**src/rtl/div_pkg.sv**
```systemverilog
// Shared definitions for the iterative restoring divider: default widths and
// the controller state encoding.
package div_pkg;

  localparam int DW_DEF = 16;
  localparam int VW_DEF = 8;

  typedef enum logic [1:0] {
    IDLE = 2'd0,
    BUSY = 2'd1,
    DONE = 2'd2
  } state_e;

  // Width of a down-counter that must hold the value n-1.
  function automatic int cnt_width(input int n);
    return (n > 2) ? $clog2(n) : 1;
  endfunction

endpackage

```
**src/rtl/div_row_8.sv**
```systemverilog
// One restoring-division row: compares the shifted-in partial remainder with the
// divisor and produces one quotient bit and the next partial remainder.
module div_row_8
  import div_pkg::*;
#(
  parameter int VW = VW_DEF
) (
  input  logic [VW:0]   t_i,
  input  logic [VW-1:0] d_i,
  output logic          q_bit_o,
  output logic [VW-1:0] rem_o
);

  logic [VW:0] diff_s;

  // Subtract when the divisor fits; R < y keeps the difference within VW bits.
  always_comb begin
    diff_s = t_i - {1'b0, d_i};
    if (t_i >= {1'b0, d_i}) begin
      q_bit_o = 1'b1;
      rem_o   = diff_s[VW-1:0];
    end else begin
      q_bit_o = 1'b0;
      rem_o   = t_i[VW-1:0];
    end
  end

endmodule

```
**src/rtl/iter_div_ctrl.sv**
```systemverilog
// Iterative unsigned divider controller: DW-bit dividend by VW-bit divisor,
// one quotient bit per cycle, with early exits for divide-by-zero and overflow.
module iter_div_ctrl
  import div_pkg::*;
#(
  parameter int DW = DW_DEF,
  parameter int VW = VW_DEF
) (
  input  logic          clk,
  input  logic          rst_n,
  input  logic          in_valid,
  output logic          in_ready,
  input  logic [DW-1:0] x,
  input  logic [VW-1:0] y,
  output logic          out_valid,
  input  logic          out_ready,
  output logic [VW-1:0] q,
  output logic [VW-1:0] r,
  output logic          dz,
  output logic          ovf
);

  localparam int CW = cnt_width(VW);

  state_e        state_q, state_d;
  logic [VW-1:0] r_q, r_d;
  logic [VW-1:0] s_q, s_d;
  logic [VW-1:0] q_q, q_d;
  logic [VW-1:0] y_q, y_d;
  logic [CW-1:0] cnt_q, cnt_d;
  logic          dz_q, dz_d;
  logic          ovf_q, ovf_d;

  logic [VW-1:0] x_hi_s;
  logic [VW-1:0] x_lo_s;
  logic          div_zero_s;
  logic          quot_ovf_s;
  logic          row_q_bit_s;
  logic [VW-1:0] row_rem_s;

  assign x_hi_s     = x[DW-1:VW];
  assign x_lo_s     = x[VW-1:0];
  assign div_zero_s = (y == {VW{1'b0}});
  assign quot_ovf_s = !div_zero_s && (x_hi_s >= y);

  div_row_8 #(.VW(VW)) u_row (
    .t_i     ({r_q, s_q[VW-1]}),
    .d_i     (y_q),
    .q_bit_o (row_q_bit_s),
    .rem_o   (row_rem_s)
  );

  // State and datapath registers with synchronous active-low reset.
  always_ff @(posedge clk) begin
    if (!rst_n) begin
      state_q <= IDLE;
      r_q     <= {VW{1'b0}};
      s_q     <= {VW{1'b0}};
      q_q     <= {VW{1'b0}};
      y_q     <= {VW{1'b0}};
      cnt_q   <= {CW{1'b0}};
      dz_q    <= 1'b0;
      ovf_q   <= 1'b0;
    end else begin
      state_q <= state_d;
      r_q     <= r_d;
      s_q     <= s_d;
      q_q     <= q_d;
      y_q     <= y_d;
      cnt_q   <= cnt_d;
      dz_q    <= dz_d;
      ovf_q   <= ovf_d;
    end
  end

  // Next-state logic.
  always_comb begin
    state_d = state_q;
    case (state_q)
      IDLE: begin
        if (in_valid) begin
          if (div_zero_s || quot_ovf_s) begin
            state_d = DONE;
          end else begin
            state_d = BUSY;
          end
        end else begin
          state_d = IDLE;
        end
      end
      BUSY: begin
        if (cnt_q == {CW{1'b0}}) begin
          state_d = DONE;
        end else begin
          state_d = BUSY;
        end
      end
      DONE: begin
        if (out_ready) begin
          state_d = IDLE;
        end else begin
          state_d = DONE;
        end
      end
      default: state_d = IDLE;
    endcase
  end

  // Datapath updates: operand capture at accept, one restoring step per BUSY cycle.
  always_comb begin
    r_d   = r_q;
    s_d   = s_q;
    q_d   = q_q;
    y_d   = y_q;
    cnt_d = cnt_q;
    dz_d  = dz_q;
    ovf_d = ovf_q;
    case (state_q)
      IDLE: begin
        if (in_valid) begin
          if (div_zero_s) begin
            q_d   = {VW{1'b1}};
            r_d   = x_lo_s;
            dz_d  = 1'b1;
            ovf_d = 1'b0;
          end else if (quot_ovf_s) begin
            q_d   = {VW{1'b1}};
            r_d   = {VW{1'b0}};
            dz_d  = 1'b0;
            ovf_d = 1'b1;
          end else begin
            r_d   = x_hi_s;
            s_d   = x_lo_s;
            y_d   = y;
            q_d   = {VW{1'b0}};
            cnt_d = CW'(VW - 1);
            dz_d  = 1'b0;
            ovf_d = 1'b0;
          end
        end else begin
          cnt_d = cnt_q;
        end
      end
      BUSY: begin
        r_d = row_rem_s;
        s_d = {s_q[VW-2:0], 1'b0};
        q_d = {q_q[VW-2:0], row_q_bit_s};
        if (cnt_q != {CW{1'b0}}) begin
          cnt_d = cnt_q - {{(CW-1){1'b0}}, 1'b1};
        end else begin
          cnt_d = cnt_q;
        end
      end
      DONE: begin
        cnt_d = cnt_q;
      end
      default: begin
        cnt_d = {CW{1'b0}};
      end
    endcase
  end

  // Handshake and result outputs, all derived directly from registers.
  always_comb begin
    in_ready  = (state_q == IDLE);
    out_valid = (state_q == DONE);
    q         = q_q;
    r         = r_q;
    dz        = dz_q;
    ovf       = ovf_q;
  end

endmodule

```
**config.mk**
```make
export PLATFORM = sky130hd
export DESIGN_NAME = iter_div_ctrl
export DESIGN_NICKNAME = d
export VERILOG_FILES = /design/src/rtl/div_pkg.sv /design/src/rtl/div_row_8.sv /design/src/rtl/iter_div_ctrl.sv
export SDC_FILE = /design/constraint.sdc
export NUM_CORES = 1
export LEC_CHECK = 0
export CAP_MARGIN = 20
export CORE_UTILIZATION = 56
export DETAILED_ROUTE_END_ITERATION = 7
export PLACE_DENSITY = 0.95
export SYNTH_ARGS = -nofsm -noshare
export SYNTH_HDL_FRONTEND = slang
export SYNTH_SLANG_ARGS = --single-unit
```
**constraint.sdc**
```tcl
create_clock -name clk -period 3.9 [get_ports clk]
set_clock_uncertainty 0.15 [all_clocks]
set_input_delay 0.975 -clock clk [delete_from_list [all_inputs] [get_ports clk]]
set_output_delay 0.975 -clock clk [all_outputs]
set_load 0.02 [all_outputs]
```
Yosys cells after proc, flatten, opt, wreduce, memory -nomap -nowiden
Cells that the tools add are included.
Word-level totals
  register bits after elaboration: 39
  latch bits: 0
  memory bits (writable): 0
  bits in read-only memories: 0
  input bits: 28
  output and inout port bits: 20
  logic and storage cells: 61
  memories kept: 0
Operators by class
  add/subtract/negate cells: 2
  $mul: 0
  divide/modulo/power cells: 0
  $lt $le $gt $ge: 2
  eq/ne operators: 6
  shifts and indexed selects: 0
  multiplexer cells: 27
  bitwise operators: 3
  reduce and logical (&&, ||, !) cells: 13
Operators with widths (count)
  two-way mux 8 bit: 10
  case mux 8 bit (2 select lines): 3
  two-way mux 3 bit: 4
  >= comparator 9 x 8 -> 1 bit: 1
  case mux 3 bit (3 select lines): 1
  >= comparator 8 bit: 1
  logical NOT 8 bit: 1
  two-way mux 2 bit: 4
  inequality test 2 bit (second input constant): 4
  AND reduction 4 bit: 2
  subtractor 8 bit: 1
  case mux 2 bit (3 select lines): 1
  AND reduction 5 bit: 1
  two-way mux 1 bit: 4
  AND reduction 2 bit: 2
  logical NOT 3 bit: 1
  NOT 1 bit: 3
  nonzero test 3 bit: 1
  subtractor 3 x 1 -> 3 bit (second input constant): 1
  equality test 2 x 1 -> 1 bit (second input constant): 1
  equality test 2 bit (second input constant): 1
  logical NOT 2 bit: 1
  nonzero test 2 bit: 1
  logical AND 1 bit: 1
  2 further kinds: 2

Depth between registers and ports, before layout
Gate-level depths: netlist of run 1.
  depth after elaboration: 7
  gate-level depth with buffers: 9

Cells and area by module
Synthesis of run 1 repeated with hierarchy kept, for this count alone.
Unflattened totals
  cell total of the unflattened synthesis: 283
  area total of the unflattened synthesis: 2493.6 µm²
By module, submodules not included
  iter_div_ctrl: times used 1, cells each 218, area each 1963.1 µm², seq. area each 780.7 µm²
  div_row_8: times used 1, cells each 65, area each 530.5 µm², seq. area each 0.0 µm²

Least setup slack after synthesis of run 1
No wires, ideal clock.
  path kind: input to register
  start point: input x[8]
  end point: register s_q[2]
  setup time: 0.116 ns
  arrival time: 2.538 ns
  slack: 1.095 ns
  stages: 9
  buffers on the path: 1
  path through: inv_1 ha_1 nand2b_1 a2111oi_4 o311a_2 o21a_2 buf_4 nand3_1 o211a_1
On the way
  word-level cells in the longest chain between the ends: 4
Ends and longest elaborated chain
  start: declaration: RTL line iter_div_ctrl.sv:13  | input logic [DW-1:0] x,
  >= comparator 8 bit: RTL line iter_div_ctrl.sv:44  | assign quot_ovf_s = !div_zero_s && (x_hi_s >= y);
  logical AND 1 bit: RTL line iter_div_ctrl.sv:44
  inequality test 2 bit (no source line)
  AND reduction 4 bit (no source line)
  end signal: assignment: RTL line iter_div_ctrl.sv:58  | s_q <= {VW{1'b0}};
  end: declaration: RTL line iter_div_ctrl.sv:27  | logic [VW-1:0] s_q, s_d;
No other way between the ends.
A chain may end at the register's enable or synchronous reset.

Final worst setup path of run 1
  start point: input x[8]
  end point: register s_q[7]
The elaborated chain is that of the path after synthesis.

==> run_results.csv, run 1 <==
group,metric,value,unit
grt,antenna_found_initial,0,
clock_network,cts_buffer_depth,2,
floorplan,die_y,68.63,um
grt,grt_use_total,30.41,%
synthesis,post-synth-top-area-cell,"dfxtp_1",
power,p_leak,1.251,nW
synthesis,syn-num-nets,356,
worst_setup_path,criticalPathCategory,"primary input to flip-flop",
worst_setup_path,cp_max_fo,23,
synthesis,synthTopCellsByArea,"dfxtp_1, ha_1, nand2_1",
floorplan,fp.dieW,68.63,um
synthesis,synth_cell_types,55,
synthesis,ys.flop_type,"dfxtp_1",
power,p_clk_share,24.3,%
routing,ant_nets,0,
power,irDropWorstVdd,0.0003554,V
worst_setup_path,reg2regPathDepth,7,
routing,first_pass_iters,5,
timing,worst_slew_pin_slew,0.9684,ns
routing,drt-initial-drc-count,212,
floorplan,initial_core_util,59.99,%
timing,rsz0062_at_grt,"false",
grt,grt_overflow,0,
clock_network,cts_hold_buf,0,
power,p_int,0.9085,mW
grt,grt_first_pass_wirelength,10.42,mm
worst_setup_path,cp-start-kind,"primary input",
synthesis,ys_async_sr_fraction,0,%
routing,routed_wl,6.639,mm
final_layout,fillCellCount,307,
placement,routabilityCongestion,0.9326,
final_layout,multi_input_area,0.001545,mm2
clock_network,clockRootBuffer,"clkbuf_8",
worst_setup_path,worst_r2r_endpoint,"r[3]$_SDFFE_PN0P_",
synthesis,ys_ff_latch,39,
final_layout,fin_nets,397,
routing,viasPerCell,6.209,
floorplan,ios,48,
final_layout,num_antenna_cells,0,
clock_network,cts_setup_buffers,0,
timing,fmax,0.2991,GHz
grt,grt_max_degree,33,
clock_network,clock-sinks,39,
final_layout,final_common_cell,"clkdlybuf4s50_1",
final_layout,drive_gt1_share,6.838,%
timing,min_period,3.344,ns
timing,slew_violations,0,
final_layout,syn_to_final_growth,24.21,%
synthesis,avgSynthCellArea,8.046,um2
clock_network,cts_tree,"yes",
synthesis,netlist_area,0.002486,mm2
worst_setup_path,cp-end-kind,"flip-flop",
grt,grt_pass1_vias,2230,
clock_network,clock_latency,0.31,ns
timing,setup_tns,0,ns
clock_network,cts-htree-levels,2,
final_layout,fin_util,74.52,%
final_layout,layout_common_cells,"clkdlybuf4s50_1, nand2_1, dfxtp_1",
timing,hold_viol_final,0,
flow_run,drv_cap,0,
hold_path,min-delay-start,"q[3]$_SDFFE_PN0P_",
worst_setup_path,r2r-start,"r[1]$_SDFFE_PN0P_",
power,power_switching,0.5472,mW
floorplan,core.rowCount,23,
timing,finalSetupViolations,0,
synthesis,yosysTopAreaCellShare,31.40,%
final_layout,seqCellArea,780.7,um2
power,swShare,37.59,%
hold_path,hold_path_depth,2,
worst_setup_path,critPathRequiredTime,3.95,ns
run_status,status,"finished clean",
routing,route.vias.total,2490,
power,seq_power_share,34.5,%
placement,dp.final_hpwl,4.851,mm
clock_network,path_clk_slew,0.09,ns
clock_network,cts_buffers,5,
timing,fin_crit_sh,85.73,%
floorplan,core_area,0.004144,mm2
routing,post_drt_wl_per_cell,16.56,um
worst_setup_path,rrSetupSlack,1.34,ns
routing,drc_errors,0,
hold_path,min_to,"q[4]$_SDFFE_PN0P_",
placement,port_buffers,47,
hold_path,holdCritPathClass,"flip-flop to flip-flop",
synthesis,yosysWarnings,0,
synthesis,synth-edff-count,0,
timing,slew_headroom,35.24,%
synthesis,synth-seq-area-share,31.40,%
worst_setup_path,worstPathArrival,3.40,ns
synthesis,syn-instance-count,309,
clock_network,post_cts_resized,0,
power,comb_power_share,41.1,%
floorplan,die-area,0.004710,mm2
power,power_density,471.4,mW/mm2
-- cell families after synthesis --
logic type,count (synthesis),share of synthesized area [%]
DFF,39,31.40
buffers and inverters,39,6.442
xor gates and xnor gates,1,0.3524
muxes,4,1.661
AOI/OAI and AO/OA,104,30.30
and+or+nand+nor,103,19.98
adders and majority gates,19,9.864
-- final cells by class --
class                           count  area share (%)
Clock buffer                        5           2.229
Clock inverter                      3           1.540
Inverter                           22           2.674
Multi-Input combinational cell    231           50.04
Sequential cell                    39           25.28
Tap cell                           50           2.026
Timing Repair Buffer               51           16.21
-- worst max-delay path, cell delays in order --
cell and delay [ns]:
clkdlybuf4s50_1 0.48, inv_1 0.05, ha_1 0.25, nand2b_1 0.18, a2111oi_4 0.43, o311a_2 0.32, o21a_2 0.41, nand3_1 0.14
o211a_1 0.16
-- cells in the mapped netlist, types with 4 or more instances --
| library cell | instances |
|---|---|
| a211oi_1 | 5 |
| nand3_1 | 16 |
| a21oi_1 | 15 |
| nand2b_1 | 4 |
| inv_1 | 22 |
| nor2b_1 | 9 |
| clkbuf_1 | 13 |
| a31oi_1 | 7 |
| o31ai_1 | 6 |
| dfxtp_1 | 39 |
| o21ai_0 | 26 |
| ha_1 | 18 |
| a21boi_0 | 8 |
| nand2_1 | 42 |
| o211a_1 | 7 |
| nor3_1 | 7 |
| nor2_1 | 9 |
| o21a_1 | 5 |
-- power by group through the flow --
stage	clock network [mW]	registers [mW]	logic [mW]
3_3_place_gp	0	0.506	0.567
2_1_floorplan	0	0.527	0.396
3_5_place_dp	0	0.510	0.585
6_report	0.354	0.503	0.599
5_1_grt	0.375	0.509	0.654
4_1_cts	0.356	0.501	0.591
-- stage by stage --
step	total power, mW	instances	hold slack (ns)	cell area [um2]	setup slack [ns]
after floorplan	0.9230	309	0.2995	2486	1.095
after CTS	1.448	401	0.3378	3088	0.6080
after global placement	1.073	393	0.3117	2972	0.3951
after global routing	1.537	401	0.3457	3088	0.4618
after detailed placement	1.095	393	0.3235	2972	0.2872
final	1.456	401	0.3330	3088	0.5565
-- layer usage --
metal  vias to the layer above  part of all wire, %  GRT usage, %
li1                       1197                    -             -
met1                      1145                   41         37.16
met2                       125                   49         50.98
met3                        23                  7.1         6.086
met4                         0                  2.9         14.06
met5                         -                    0             0
-- sequential cells by signal, summed over array words and instances, names as in the netlist --
signal	flops
cnt_q	3
dz	1
ovf	1
q	8
r	8
s_q	8
state_q	2
y_q	8
-- worst max-delay path by stage --
stage / depth (start not counted) / end / slack, ns / startpoint
detailed placement: 9 / s_q[1]$_SDFFE_PN0P_ / 0.29 / x[8]
CTS: 9 / s_q[1]$_SDFFE_PN0P_ / 0.61 / x[8]
finish: 9 / s_q[7]$_SDFFE_PN0P_ / 0.56 / x[8]
global placement: 9 / s_q[1]$_SDFFE_PN0P_ / 0.40 / x[8]
global route: 9 / s_q[3]$_SDFFE_PN0P_ / 0.46 / x[8]
floorplan: 9 / s_q[2]$_SDFFE_PN0P_ / 1.10 / x[8]
(Power assumes the default switching activity.)
==> inputs of run 2 (changes only) <==
ABC_CLOCK_PERIOD_IN_PS = 3900   (was not set)
==> results of run 2 <==
No change in the layout: final DEF, timing and power equal those of run 1.
==> inputs of run 3 (changes only) <==
REMOVE_ABC_BUFFERS = 1   (was not set)
SETUP_SLACK_MARGIN = 0.4   (was not set)
==> run_results.csv, run 3 (same netlist as run 1, synthesis figures left out) <==
group,metric,value,unit
run_status,status,"finished clean",
placement,dp.final_hpwl,4.822,mm
routing,viasPerCell,6.246,
timing,slew_violations,0,
routing,drc_errors,0,
hold_path,min_to,"q[3]$_SDFFE_PN0P_",
final_layout,syn_to_final_growth,25.16,%
final_layout,fin_nets,398,
clock_network,clock_latency,0.30,ns
clock_network,path_clk_slew,0.08,ns
worst_setup_path,rrSetupSlack,1.37,ns
hold_path,holdCritPathClass,"flip-flop to flip-flop",
clock_network,cts_buffers,5,
routing,routed_wl,6.560,mm
grt,grt_pass1_vias,2318,
routing,drt-initial-drc-count,195,
timing,finalSetupViolations,0,
floorplan,core.rowCount,23,
worst_setup_path,startpoint,"y[7]",
grt,grt_use_total,29.86,%
worst_setup_path,cp_max_fo,23,
grt,grt_first_pass_wirelength,10.33,mm
timing,fmax,0.3005,GHz
timing,rsz0062_at_grt,"false",
worst_setup_path,cp-end-kind,"flip-flop",
floorplan,fp.dieW,68.63,um
power,irDropWorstVdd,0.0003184,V
clock_network,clock-sinks,39,
hold_path,hold_path_depth,2,
clock_network,clockRootBuffer,"clkbuf_8",
worst_setup_path,r2r-start,"y_q[2]$_SDFFE_PN0P_",
worst_setup_path,critPathRequiredTime,3.95,ns
worst_setup_path,cp-start-kind,"primary input",
timing,fin_crit_sh,85.34,%
grt,grt_max_degree,24,
routing,first_pass_iters,5,
timing,slew_headroom,55.08,%
worst_setup_path,worst_r2r_endpoint,"r[3]$_SDFFE_PN0P_",
clock_network,cts_hold_buf,0,
clock_network,cts_tree,"yes",
flow_run,drv_cap,0,
grt,grt_overflow,0,
clock_network,cts_setup_buffers,0,
routing,post_drt_wl_per_cell,16.32,um
worst_setup_path,criticalPathCategory,"primary input to flip-flop",
floorplan,initial_core_util,59.99,%
hold_path,min-delay-start,"q[2]$_SDFFE_PN0P_",
placement,routabilityCongestion,0.9426,
clock_network,cts-htree-levels,2,
grt,antenna_found_initial,0,
worst_setup_path,reg2regPathDepth,8,
routing,route.vias.total,2511,
floorplan,die_y,68.63,um
timing,worst_slew_pin_slew,0.6724,ns
floorplan,ios,48,
placement,port_buffers,47,
clock_network,post_cts_resized,0,
timing,min_period,3.328,ns
timing,hold_ws,0.3223,ns
timing,setup_tns,0,ns
power,p_leak,1.262,nW
final_layout,final_common_cell,"clkdlybuf4s50_1",
final_layout,num_antenna_cells,0,
clock_network,cts_buffer_depth,2,
routing,ant_nets,0,
floorplan,core_area,0.004144,mm2
final_layout,layout_common_cells,"clkdlybuf4s50_1, nand2_1, dfxtp_1",
floorplan,die-area,0.004710,mm2
power,power_density,481.5,mW/mm2
final_layout,drive_gt1_share,6.818,%
worst_setup_path,worstPathArrival,3.37,ns
timing,hold_viol_final,0,
[run 3: cell type report]
| type | instances | area (um2) |
|---|---|---|
| Multi-Input combinational cell | 231 | 1545 |
| Fill cell | 296 | 1032 |
| Sequential cell | 39 | 780.7 |
| Timing Repair Buffer | 52 | 508.0 |
| Inverter | 22 | 82.58 |
| Clock buffer | 6 | 72.57 |
| Tap cell | 50 | 62.56 |
| Clock inverter | 2 | 60.06 |
[run 3: metal layers]
metal	GRT usage [%]	vias up	wire length, um
met5	0	-	0
met4	13.80	0	146
met3	6.414	18	562
met2	52.21	138	3273
met1	34.47	1156	2577
li1	-	1199	-
[run 3: stage by stage]
stage	instance area, um2	util [%]	instances	setup slack (ns)	total power, mW
6_report	3112	75.09	402	0.5719	1.498
5_1_grt	3112	75.09	402	0.4455	1.578
4_1_cts	3112	75.09	402	0.6135	1.496
3_5_place_dp	2979	71.89	394	0.3036	1.096
3_3_place_gp	2979	71.89	394	0.3712	1.072
2_1_floorplan	2409	-	292	0.9871	0.8945
[run 3: worst max path at each step]
stage                                     end
final                     s_q[6]$_SDFFE_PN0P_
after global routing      s_q[4]$_SDFFE_PN0P_
after CTS                 s_q[6]$_SDFFE_PN0P_
after detailed placement  s_q[6]$_SDFFE_PN0P_
after global placement    s_q[1]$_SDFFE_PN0P_
after floorplan           y_q[0]$_SDFFE_PN0P_
[run 3: worst max-delay path: stages]
cell and delay [ns]:
clkdlybuf4s50_1 0.52, inv_1 0.06, ha_1 0.33, a41o_1 0.25
a21oi_1 0.21, o311a_2 0.33, o21a_2 0.42, nand3_1 0.13
o211a_1 0.16
[run 3: power breakdown]
part / switching (mW) / internal [mW] / leakage (nW)
Sequential: 0.0480 / 0.453 / 0.321
Combinational: 0.335 / 0.262 / 0.876
Clock: 0.144 / 0.256 / 0.0654
